===== src/rtl/bcd_pkg.sv =====
// Shared BCD constants and the per-decade validity helper.
package bcd_pkg;

    localparam int unsigned BCD_W = 4;
    localparam logic [BCD_W-1:0] BCD_MAX = 4'd9;
    localparam logic [BCD_W-1:0] BCD_MIN = 4'd0;

    function automatic logic is_bcd(input logic [BCD_W-1:0] digit);
        return digit <= BCD_MAX;
    endfunction

endpackage


===== src/rtl/bcd_digit.sv =====
// One BCD decade: loads, steps up/down when enabled with carry-in, flags its carry/borrow.
module bcd_digit
    import bcd_pkg::*;
(
    input  logic             clk,
    input  logic             reset,
    input  logic             en,
    input  logic             up_dn,
    input  logic             ld,
    input  logic [BCD_W-1:0] ld_val,
    input  logic             ci,
    output logic [BCD_W-1:0] q,
    output logic             co
);

    logic [BCD_W-1:0] q_q, q_d;

    always_comb begin
        q_d = q_q;
        if (ld) begin
            q_d = ld_val;
        end else if (en && ci) begin
            if (up_dn) begin
                q_d = (q_q == BCD_MAX) ? BCD_MIN : q_q + 4'd1;
            end else begin
                q_d = (q_q == BCD_MIN) ? BCD_MAX : q_q - 4'd1;
            end
        end
    end

    always_ff @(posedge clk or negedge reset) begin
        if (!reset) begin
            q_q <= BCD_MIN;
        end else begin
            q_q <= q_d;
        end
    end

    // co is carry when counting up and borrow when counting down.
    assign co = up_dn ? (q_q == BCD_MAX) : (q_q == BCD_MIN);
    assign q  = q_q;

endmodule


===== src/rtl/bcd_updown_counter_n.sv =====
// N-decade cascaded BCD up/down counter with validated load and wrap/saturate limits.
module bcd_updown_counter_n
    import bcd_pkg::*;
#(
    parameter int unsigned DIGITS = 3,
    parameter bit          WRAP   = 1'b1
) (
    input  logic                      clk,
    input  logic                      reset,
    input  logic                      enable,
    input  logic                      up_dn,
    input  logic                      load,
    input  logic [BCD_W*DIGITS-1:0]   load_val,
    output logic [BCD_W*DIGITS-1:0]   count,
    output logic                      carry_out,
    output logic                      done,
    output logic                      load_err
);

    logic [DIGITS-1:0]       co_vec, ci_vec;
    logic [BCD_W*DIGITS-1:0] term_vec;
    logic                    load_ok, load_acc, all_term, near_term, step_en, acc;
    logic                    carry_q, carry_d, done_q, done_d, load_err_q, load_err_d;

    always_comb begin
        load_ok  = 1'b1;
        term_vec = '0;
        for (int k = 0; k < DIGITS; k++) begin
            load_ok = load_ok & is_bcd(load_val[BCD_W*k +: BCD_W]);
            term_vec[BCD_W*k +: BCD_W] = up_dn ? BCD_MAX : BCD_MIN;
        end
        load_acc = load && load_ok;
        all_term = &co_vec;
        // Next step lands on the terminal value: digit 0 one away, all others already there.
        near_term = (count[BCD_W-1:0] == (up_dn ? 4'd8 : 4'd1));
        for (int k = 1; k < DIGITS; k++) begin
            near_term = near_term & co_vec[k];
        end
        step_en = !load && enable && (WRAP || !all_term);
        acc = step_en;
        for (int k = 0; k < DIGITS; k++) begin
            ci_vec[k] = acc;
            acc       = acc & co_vec[k];
        end
    end

    always_comb begin
        carry_d    = 1'b0;
        load_err_d = load && !load_ok;
        done_d     = done_q;
        if (WRAP) begin
            carry_d = !load && enable && all_term;
            done_d  = carry_d;
        end else if (load_acc) begin
            done_d = (load_val == term_vec);
        end else if (load) begin
            done_d = all_term;
        end else if (enable) begin
            done_d = all_term || near_term;
        end
    end

    for (genvar k = 0; k < DIGITS; k++) begin : g_digit
        bcd_digit u_digit (
            .clk    (clk),
            .reset  (reset),
            .en     (step_en),
            .up_dn  (up_dn),
            .ld     (load_acc),
            .ld_val (load_val[BCD_W*k +: BCD_W]),
            .ci     (ci_vec[k]),
            .q      (count[BCD_W*k +: BCD_W]),
            .co     (co_vec[k])
        );
    end

    always_ff @(posedge clk or negedge reset) begin
        if (!reset) begin
            carry_q    <= 1'b0;
            done_q     <= 1'b0;
            load_err_q <= 1'b0;
        end else begin
            carry_q    <= carry_d;
            done_q     <= done_d;
            load_err_q <= load_err_d;
        end
    end

    assign carry_out = carry_q;
    assign done      = done_q;
    assign load_err  = load_err_q;

endmodule


===== config.mk =====
export PLATFORM = sky130hd
export DESIGN_NAME = bcd_updown_counter_n
export DESIGN_NICKNAME = d
export VERILOG_FILES = /design/src/rtl/bcd_pkg.sv /design/src/rtl/bcd_digit.sv /design/src/rtl/bcd_updown_counter_n.sv
export SDC_FILE = /design/constraint.sdc
export NUM_CORES = 1
export LEC_CHECK = 0
export ABC_AREA = 1
export CORE_UTILIZATION = 32
export CTS_BUF_LIST = sky130_fd_sc_hd__clkbuf_8
export DETAILED_ROUTE_END_ITERATION = 8
export DONT_BUFFER_PORTS = 1
export SYNTH_ARGS = -nofsm -noshare
export SYNTH_HDL_FRONTEND = slang
export SYNTH_SLANG_ARGS = --single-unit
export TNS_END_PERCENT = 100

===== constraint.sdc =====
create_clock -name clk -period 2.2 [get_ports clk]
set_clock_uncertainty 0.1 [all_clocks]
set_input_delay 0.44 -clock clk [delete_from_list [all_inputs] [get_ports clk]]
set_output_delay 0.44 -clock clk [all_outputs]
set_load 0.03 [all_outputs]

==> impl_results.md <==
- Vias in the first global route: approximately 1100
- Ports: 32
- Filler cells: around 410
- Die area: 0.00421 mm2
- Final Instance Area: 0.00135 mm2
- TritonCTS Sinks: 14
- Synth top area share: 0.277
- Clock-pin slew on the worst setup and hold paths: about 60 ps
- DR pass1 iterations: 4
- Status: complete, no violations
- Antenna cell count: 0
- FF+latch count, synth: 14
- P per Cell Area: 1220 mW/mm2
- Layout cells sized above 1: 0.144
- WL final: 3.03 mm
- Hold-fix buffers, CTS: 1
- Worst flop-to-flop path startpoint: g_digit[0].u_digit.q[2]
- Fin Setup TNS: 0 ps
- Mapped Nets: 204
- Core Region: 0.00372 mm2
- Synth warn: 0
- Placed Area: 0.00128 mm2
- Post-route ant nets: 0
- Post-CTS Setup Repair Bufs: 0
- Syn Std Cell Area: 0.00126 mm2
- Rows: 22
- Leakage: 0.000677 uW
- Final #Nets: 205
- DR iter-0 viols: 67
- Syn avg cell area: 6.76 um2
- P&R area growth vs syn: 6.53%
- Die Wd: ~65 um
- Starting Density: 0.340
- Total Routing Usage GR: 0.160
- Max_slew headroom: 0.506
- First-pass GRT wire length: 5.13 mm
- Htree depth: 1
- Crit path from: g_digit[0].u_digit.q[2]
- Total gr overflow: 0
- Slew Viols, Final: 0
- Crit share post-route: 0.777
- Register area share after synthesis: 0.277
- Max Fanout on Critical Path: 5
- Min-delay src: load
- Final instance count without filler cells: 235
- Slew @ Worst Pin: 738 ps
- Leading cell type in the layout, fill and taps excluded: nand2_1
- CP endpoint kind: flop
- Core Util, Final: 0.363
- Distinct cells, synth: 31
- Post-DR wirelength/cell: between 10 and 15 um
- Placer Congestion: between 0.8 and 0.9
- Main area contributors after synthesis: dfrtp_1 (28%), nand2_1 (20%), nand3_1 (9.5%)
- Post_cts resized: 0
- Clk buf depth: 2
- Max cap viols: 0
- DP Cell Count: 230
- Initial antenna violation count: 0
- DRC: 0
- Post-synthesis cell count: approximately 190
- Worst-Skew Late Latency: ~250 ps
- Number of buffers created by CTS: 3
- Hold Vio Cnt, Final: 0
- Dpl hpwl: 2.30 mm
- Final setup viols: 0
- Hold slack: 202 ps
- Worst Path Arrival: 1750 ps
- CTS tree: built
- Setup CP Type: flop to flop
- IO buf count: 0
- Largest area contributor in the netlist: dfrtp_1
- CTS Root Buffer Type: clkbuf_8
- Hold Path Class: primary input to flop
- Max IR drop VDD: 0.596 mV
- Critical path launch point type: flop
- Total number of vias: around 1200
- Number of vias per cell: 4.93
- RSZ-0062 raised after global routing: false
- Post-layout minimum cycle time: 1710 ps
- Die height: about 65 um
- Most frequent cells in the layout: nand2_1 (68), nand3_1 (24), inv_1 (16)
- Pin count of the biggest net entering global routing: 19
- Critical path required time: 2240 ps
- FMAX: 0.585 GHz
layer usage:
metal / vias to the layer above / GRT usage / part of all wire
li1: 602 / - / -
met1: 522 / 0.214 / 0.49
met2: 31 / 0.232 / 0.42
met3: 4 / 0.0651 / 0.075
met4: 0 / 0.0500 / 0.0096
met5: - / 0 / 0
final timing paths:
kind                                            to  slack [ps]  cells after the start
min                                       load_err         200                      2
min reg2reg                g_digit[1].u_digit.q[1]         680                      2
max                        g_digit[2].u_digit.q[1]         490                      8
max reg2reg                g_digit[2].u_digit.q[1]         490                      8
min in group asynchronous  g_digit[2].u_digit.q[0]         590                      1
max in group asynchronous                 load_err         940                      1
cell usage after synthesis, drive strengths merged:
| master | count |
|---|---|
| xor2 | 3 |
| bufinv | 1 |
| and2 | 1 |
| buf | 5 |
| nor2 | 13 |
| nand2 | 74 |
| nand3 | 27 |
| inv | 18 |
| nor3 | 2 |
| a21oi | 3 |
| clkinv | 2 |
| nand4 | 6 |
| o211ai | 2 |
| a31oi | 1 |
| o31ai | 1 |
| o21ai | 14 |
| dfrtp | 14 |
critical path, stage by stage (launching register included):
cell	delay, ps
dfrtp_1	530
inv_2	170
nand2_2	100
o21ai_4	230
nand2_2	90
nor2_4	150
nand2_4	90
nand3_1	80
nand2_1	60
cells by family (layout without fill, tap and decap cells):
| kind of cell | count (synthesis) | count (layout) | share of synthesized area |
|---|---|---|---|
| DFF | 14 | 14 | 0.277 |
| xor gates and xnor gates | 3 | 3 | 0.0208 |
| buffers and inverters | 26 | 26 | 0.108 |
| AOI/OAI and AO/OA | 21 | 21 | 0.114 |
| and+or+nand+nor | 123 | 123 | 0.481 |
metrics by stage:
stage                     setup WS, ps  total power (uW)
after floorplan                    657              1260
after global placement             502              1390
after detailed placement           498              1380
after CTS                          488              1660
after global routing               394              1800
final                              491              1640
final cells by class:
cell class              count  area, um2  area share
repair buffers              1       10.0     0.00743
flip-flops and latches     14        350       0.260
multi-input cells         147        778       0.578
clock buffers               4       55.1      0.0409
inverters                  21       93.8      0.0696
well taps                  48       60.1      0.0446
power by group:
part           leakage, uW  switching, uW  total [uW]  internal [uW]
combinational     0.000472            412         675            262
sequential        0.000176            365         706            341
clock            0.0000288            103         262            159
total             0.000677            881        1640            763
sequential cells by signal, indices dropped and copies added, names as in the netlist:
name,flops
done,1
g_digit.u_digit.q,12
load_err,1
No activity file was read; power rests on OpenSTA's default activity.
